File: src/rtl/reset_sequencer.sv
// Staged reset-release controller: holds all domains in reset, then releases them one at a
// time, waiting for each domain's ack; timeouts and software requests restart the sequence.
module reset_sequencer #(
  parameter int unsigned NUM_STAGES  = 3,
  parameter int unsigned HOLD_CYCLES = 8,
  parameter int unsigned STAGE_DELAY = 16,
  parameter int unsigned ACK_TIMEOUT = 255
) (
  input  logic                  clk,
  input  logic                  rst,
  input  logic                  sw_rst_req,
  input  logic [NUM_STAGES-1:0] stage_ack,
  output logic [NUM_STAGES-1:0] rst_out,
  output logic                  seq_done,
  output logic                  busy,
  output logic                  timeout_err
);

  localparam int unsigned MaxHd  = (HOLD_CYCLES > STAGE_DELAY) ? HOLD_CYCLES : STAGE_DELAY;
  localparam int unsigned MaxAll = (MaxHd > ACK_TIMEOUT) ? MaxHd : ACK_TIMEOUT;
  localparam int unsigned CntW   = $clog2(MaxAll + 1);
  localparam int unsigned IdxW   = (NUM_STAGES > 1) ? $clog2(NUM_STAGES) : 1;

  typedef enum logic [1:0] {
    StHold,
    StGap,
    StWaitAck,
    StDone
  } state_e;

  state_e                r_state, w_state_d;
  logic [CntW-1:0]       r_cnt, w_cnt_d;
  logic [IdxW-1:0]       r_idx, w_idx_d;
  logic [NUM_STAGES-1:0] r_rst_out, w_rst_out_d;
  logic                  r_done, w_done_d;
  logic                  r_busy;
  logic                  r_tmo, w_tmo_d;
  logic                  w_ack;
  logic                  w_last;

  assign w_ack  = stage_ack[r_idx];
  assign w_last = (r_idx == IdxW'(NUM_STAGES - 1));

  always_comb begin
    w_state_d   = r_state;
    w_cnt_d     = r_cnt + 1'b1;
    w_idx_d     = r_idx;
    w_rst_out_d = r_rst_out;
    w_done_d    = r_done;
    w_tmo_d     = r_tmo;
    if (sw_rst_req) begin
      // Restart from any state; the sticky timeout flag survives.
      w_state_d   = StHold;
      w_cnt_d     = '0;
      w_idx_d     = '0;
      w_rst_out_d = '1;
      w_done_d    = 1'b0;
    end else begin
      unique case (r_state)
        StHold: begin
          if (r_cnt == CntW'(HOLD_CYCLES - 1)) begin
            w_state_d = StGap;
            w_cnt_d   = '0;
            w_idx_d   = '0;
          end
        end
        StGap: begin
          if (r_cnt == CntW'(STAGE_DELAY - 1)) begin
            w_state_d          = StWaitAck;
            w_cnt_d            = '0;
            w_rst_out_d[r_idx] = 1'b0;
          end
        end
        StWaitAck: begin
          // An ack in the final timeout cycle wins over the timeout.
          if (w_ack) begin
            w_cnt_d = '0;
            if (w_last) begin
              w_state_d = StDone;
              w_done_d  = 1'b1;
            end else begin
              w_state_d = StGap;
              w_idx_d   = r_idx + 1'b1;
            end
          end else if (r_cnt == CntW'(ACK_TIMEOUT - 1)) begin
            w_state_d   = StHold;
            w_cnt_d     = '0;
            w_idx_d     = '0;
            w_rst_out_d = '1;
            w_tmo_d     = 1'b1;
          end
        end
        StDone: begin
          w_cnt_d = r_cnt;
        end
        default: begin
          w_state_d   = StHold;
          w_cnt_d     = '0;
          w_idx_d     = '0;
          w_rst_out_d = '1;
          w_done_d    = 1'b0;
        end
      endcase
    end
  end

  always_ff @(posedge clk) begin
    if (rst) begin
      r_state   <= StHold;
      r_cnt     <= '0;
      r_idx     <= '0;
      r_rst_out <= '1;
      r_done    <= 1'b0;
      r_busy    <= 1'b1;
      r_tmo     <= 1'b0;
    end else begin
      r_state   <= w_state_d;
      r_cnt     <= w_cnt_d;
      r_idx     <= w_idx_d;
      r_rst_out <= w_rst_out_d;
      r_done    <= w_done_d;
      r_busy    <= ~w_done_d;
      r_tmo     <= w_tmo_d;
    end
  end

  assign rst_out     = r_rst_out;
  assign seq_done    = r_done;
  assign busy        = r_busy;
  assign timeout_err = r_tmo;

endmodule
File: config.mk
export PLATFORM = sky130hd
export DESIGN_NAME = reset_sequencer
export DESIGN_NICKNAME = d
export VERILOG_FILES = /design/src/rtl/reset_sequencer.sv
export SDC_FILE = /design/constraint.sdc
export NUM_CORES = 1
export LEC_CHECK = 0
export BUFFER_PORTS_ARGS = -buffer_cell sky130_fd_sc_hd__buf_2
export CAP_MARGIN = 20
export CORE_MARGIN = 8
export CORE_UTILIZATION = 55
export CTS_CLUSTER_DIAMETER = 150
export CTS_CLUSTER_SIZE = 40
export DETAILED_ROUTE_END_ITERATION = 7
export PLACE_DENSITY = 0.88
export SYNTH_ARGS = -nofsm -noshare
export SYNTH_HDL_FRONTEND = slang
export SYNTH_SLANG_ARGS = --single-unit
File: constraint.sdc
create_clock -name clk -period 2 [get_ports clk]
set_input_delay 0.2 -clock clk [delete_from_list [all_inputs] [get_ports clk]]
set_output_delay 0.2 -clock clk [all_outputs]
set_load 0.05 [all_outputs]
; Word level (Yosys, flattened, before mapping)
; Cells that the tools add are included.
; W data, S select, Z words.
[word_totals]
wordCells = 66
ff_bits = 18
out_inout_bits = 6
[op_classes]
eq_ne = 13
n_addsub = 2
n_lt_le_gt_ge = 2
n_bitwise = 5
mux = 27
n_reduce_logical = 10
[op_table]
columns = operator, count
row1 = $mux W8, 4
row2 = $pmux W8 S3, 1
row3 = $mux W2, 8
row4 = $reduce_and A4 Y1, 4
row5 = $mux W3, 3
row6 = $add A8 B1 Y8 const B, 1
row7 = $eq A8 B3 Y1 const B, 1
row8 = $eq A8 B4 Y1 const B, 1
row9 = $eq A8 B8 Y1 const B, 1
row10 = $ne A2 B2 Y1 const B, 4
row11 = $eq A2 B2 Y1 const B, 3
row12 = $mux W1, 6
row13 = $ne A3 B3 Y1 const B, 2
row14 = $pmux W2 S3, 1
row15 = $pmux W3 S2, 1
row16 = $pmux W2 S2, 1
row17 = $reduce_bool A2 Y1, 2
row18 = $and A3 B3 Y3, 1
row19 = $lt A2 B3 Y1 const B, 1
row20 = $not A1 Y1, 3
row21 = $not A3 Y3, 1
row22 = $reduce_bool A3 Y1, 1
row23 = $add A2 B1 Y2 const B, 1
row24 = $bmux W1 S2, 1
row25 = 6 further kinds, 6

; Logic depth before layout (Yosys ltp)
[logic_depth]
ltp_word = 8
ltp_mapped = 7
ltp_nobuf = 7

; Least setup slack after synthesis
; No wires, ideal clock.
[synth_path]
path_type = register -> register
startpoint = reg r_cnt[4]
endpoint = reg r_cnt[4]
period_less_slack_ns = 1.735
required_time_ns = 1.876
arrival_ns = 1.611
setup_ns = 0.124
setup_slack_ns = 0.265
stages_incl_launch_ff = 6
cell_sequence = dfxtp_1 -> or4_4 -> or3_1 -> buf_6 -> a41oi_2 -> o22ai_1
[synth_via]
elab_chain_len = 4
word_cells_on_any_way = 9
[synth_lines]
columns = item, line
row1 = start: declaration, 32  ; logic [CntW-1:0] r_cnt, w_cnt_d;
row2 = start signal: assignment, 118  ; r_cnt <= w_cnt_d;
row3 = $add A8 B1 Y8 / $eq A8 B8 Y1 (equally long branches), "46, 85"
row4 = $mux W8, 85  ; end else if (r_cnt == CntW'(ACK_TIMEOUT - 1)) begin
row5 = $mux W8, 76  ; if (w_ack) begin
row6 = $pmux W8 S3 (*), 59  ; unique case (r_state)
; Every way passes the cells marked *; elsewhere a longest branch is shown, timed or not.
; A chain may end at the register's enable or synchronous reset.

; Worst setup path in the final report
[layout_path]
startpoint = reg r_cnt[4]
endpoint = reg r_cnt[3]
[layout_via]
elab_chain_len = 4
word_cells_on_any_way = 8
[layout_lines]
columns = item, line
row1 = $eq A8 B8 Y1, 85
row2 = $mux W8, 85
row3 = $mux W8, 76
row4 = $pmux W8 S3 (*), 59
; Marks and branches as above.

==> results_tabular.tex <==
\begin{tabular}{lr}
\hline
Metric & Value \\
\hline
\multicolumn{2}{l}{\textbf{Setup path}} \\
Critical Path End Type & register \\
Setup CP Type & reg -> reg \\
Required time at the endpoint of the critical path & 2.19 ns \\
Arrival time at the worst endpoint & 2.09 ns \\
Worst Path Max Fanout & 9 \\
Kind of start point of the critical path & register \\
\multicolumn{2}{l}{\textbf{Synthesis}} \\
Number of instances in the synthesized netlist & 128 \\
Sequential element share of the synthesized area & 33.3\% \\
Number of enable flip-flop cells after synthesis & 0 \\
Post-synth top cells & dfxtp\_1 (18), inv\_1 (12), ha\_1 (10), nand2\_1 (10), nand3\_1 (10) \\
Leading cell type by number of instances after synthesis & dfxtp\_1 \\
Post-synthesis cell type with the largest combined area & dfxtp\_1 \\
Synth warnings & 0 \\
Synthesized flop and latch total & 18 \\
Synthesized area divided by synthesized cell count & 8.46 sq um \\
Area contributors post-synth & dfxtp\_1 (33\%), ha\_1 (12\%), nand3\_1 (4.6\%) \\
Proportion of synthesized flip-flops having asynchronous set or reset & 0\% \\
Post-Syn Area & 1080 sq um \\
Synthesized netlist net count & 144 \\
Number of distinct library cells after synthesis & 40 \\
Area share of the largest cell type after synthesis & 33.3\% \\
Most instantiated flip-flop cell in the synthesis netlist & dfxtp\_1 \\
\multicolumn{2}{l}{\textbf{Clock tree}} \\
CTS tree & built \\
TritonCTS buffer count & 3 \\
Clk slew on worst S/H paths & 0.10 ns \\
Total of cells resized after clock tree synthesis & 0 \\
Maximum clock insertion buffer count & 2 \\
Clock latency on the worst-skew pair & 0.30 ns \\
Number of clock sinks seen by CTS & 18 \\
H-Tree Depth & 1 \\
Buffer cell driving the clock tree root & clkbuf\_4 \\
\multicolumn{2}{l}{\textbf{GRT}} \\
M2 GR Usage & 25.0\% \\
Vias in the first global route & 917 \\
Maximum number of pins on one net before global-route repair & 13 \\
GRT Util Overall & 13.7\% \\
Most crowded layer after global routing & met2 \\
Initial antenna violation count & 0 \\
GRT met3 Usage & 3.18\% \\
M1 GR Usage & 14.9\% \\
First-pass GRT wire length & 3850 microns \\
GRT Residual Overflow & 0 \\
\multicolumn{2}{l}{\textbf{Placed design}} \\
Worst-case setup slack after placement & 0.143 ns \\
Buffers added on ports & 11 \\
Detailed Place HPWL & 1850 microns \\
Final weighted congestion of routability-driven global placement & 0.868 \\
\multicolumn{2}{l}{\textbf{Finish}} \\
Fraction of layout instances using a drive strength above 1 & 16.4\% \\
Area growth, synth to finish & 10.2\% \\
Antenna Cells & 0 \\
Final core utilization & 62.7\% \\
Total Nets Final & 157 \\
\multicolumn{2}{l}{\textbf{STA}} \\
Final worst setup slack & 0.103 ns \\
Tightest Pin Transition & 0.443 ns \\
Hold violation count in the final report & 0 \\
Relative max-transition margin & 70.2\% \\
Min cycle time layout & 1.90 ns \\
Setup clock skew after layout & 0.00251 ns \\
Final clock period utilization by the worst path & 94.9\% \\
Final count of pins violating max slew & 0 \\
Setup repair after global routing missed its margin & yes \\
Setup violators final & 0 \\
Maximum operating frequency & 527 MHz \\
\multicolumn{2}{l}{\textbf{Hold path}} \\
Worst hold-check path type & in -> reg \\
\multicolumn{2}{l}{\textbf{Die}} \\
Die height & 60.4 microns \\
Floorplan core area & 1900 sq um \\
Initial standard-cell utilization of the core & 56.9\% \\
Die X-Extent & 60.4 microns \\
Die Footprint & 3640 sq um \\
Top-Level Pins & 12 \\
Row cnt & 16 \\
\multicolumn{2}{l}{\textbf{Run}} \\
Count of max-cap constraint violations & 0 \\
\multicolumn{2}{l}{\textbf{Drt}} \\
Total iterations of the first detailed-routing run & 5 \\
Count of unresolved DRC violations after routing & 0 \\
Routed vias & 978 \\
Vias per cell & 5.86 \\
Final wirelength & 2410 microns \\
Number of antenna-violating nets in the routed design & 0 \\
Post-DR wirelength/cell & 14.4 microns \\
DRC violation total after the first TritonRoute iteration & 37 \\
\multicolumn{2}{l}{\textbf{Pwr}} \\
Max IR drop VDD & 0.333 mV \\
Power Density & 520 nW/um\^{}2 \\
Leak Pwr & 0.461 nW \\
\multicolumn{2}{l}{\textbf{Status}} \\
Result of the run & completed \\
\hline
\end{tabular}
==> final timing paths <==
| kind | slack [ns] | cells after the start | end | start |
|---|---|---|---|---|
| worst max register to register | 0.10 | 4 | r_cnt[3]$_SDFFE_PP0P_ | r_cnt[4]$_SDFFE_PP0P_ |
| worst min register to register | 0.47 | 1 | rst_out[2]$_SDFFE_PP1P_ | rst_out[2]$_SDFFE_PP1P_ |
| worst max-delay path | 0.10 | 4 | r_cnt[3]$_SDFFE_PP0P_ | r_cnt[4]$_SDFFE_PP0P_ |
| worst min-delay path | 0.19 | 2 | timeout_err$_SDFFE_PP0P_ | rst |
==> layer usage <==
layer	vias to the layer above	routed length (microns)	share of wire, %
met5	-	0	0
met4	0	21	0.87
met3	4	112	4.6
met2	19	1230	51
met1	465	1040	43
li1	490	-	-
==> where the power goes <==
part	switching [mW]	internal (mW)	leakage [nW]	total, mW
Clock	0.116	0.111	0.0210	0.227
Combinational	0.0162	0.0140	0.294	0.0302
Sequential	0.00225	0.360	0.145	0.362
==> state kept, by name (all words and copies together), names as in the netlist <==
| signal | cells |
|---|---|
| busy | 1 |
| r_cnt | 8 |
| rst_out | 3 |
| seq_done | 1 |
| r_idx | 2 |
| r_state | 2 |
| timeout_err | 1 |
==> layout make-up <==
class / instances / area [sq um]
Clock buffer: 4 / 36.3
Fill cell: 178 / 709
Inverter: 12 / 45.0
Multi-Input combinational cell: 94 / 654
Sequential cell: 18 / 360
Tap cell: 27 / 33.8
Timing Repair Buffer: 12 / 62.6
==> cells in the final DEF, fill, tap and decap left out, types with 4 or more instances in the layout <==
master    n
dfxtp_1  18
inv_1    12
buf_2    11
nand2_1  10
nand3_1  10
ha_1     10
nor2_1    8
a21oi_1   4
a21o_1    4
==> worst max-delay path, stage by stage (launching register included) <==
cell and delay [ns]:
dfxtp_1 0.36, or4_4 0.58, or3_1 0.52, a31oi_1 0.23, o22ai_1 0.10
==> repair_timing <==
action                                  4_1_cts  5_1_grt
hold buffers                                  0        0
buffers inserted                              0        0
endpoints found under the setup margin        0        2
==> logic make-up (layout without fill, tap and decap cells) <==
group	count (synthesis)	after routing	synth area share [%]
muxes	1	1	0.925
DFF	18	18	33.3
buffers and inverters	16	28	6.24
xor gates and xnor gates	1	1	0.809
adders and majority gates	10	10	11.6
and+or+nand+nor	48	48	24.2
AOI/OAI and AO/OA	34	34	23.0
==> per-stage QoR <==
stage / hold WS (ns) / TNS [ns] / instances / cell area (sq um) / power (mW)
after floorplan: 0.379 / 0 / 128 / 1080 / 0.390
after global placement: 0.431 / 0 / 163 / 1160 / 0.399
after detailed placement: 0.450 / 0 / 163 / 1160 / 0.401
after CTS: 0.198 / 0 / 167 / 1190 / 0.623
after global routing: 0.189 / -0.0104 / 167 / 1190 / 0.645
final: 0.192 / 0 / 167 / 1190 / 0.620
Note: power is estimated with default switching activity, not from simulation.
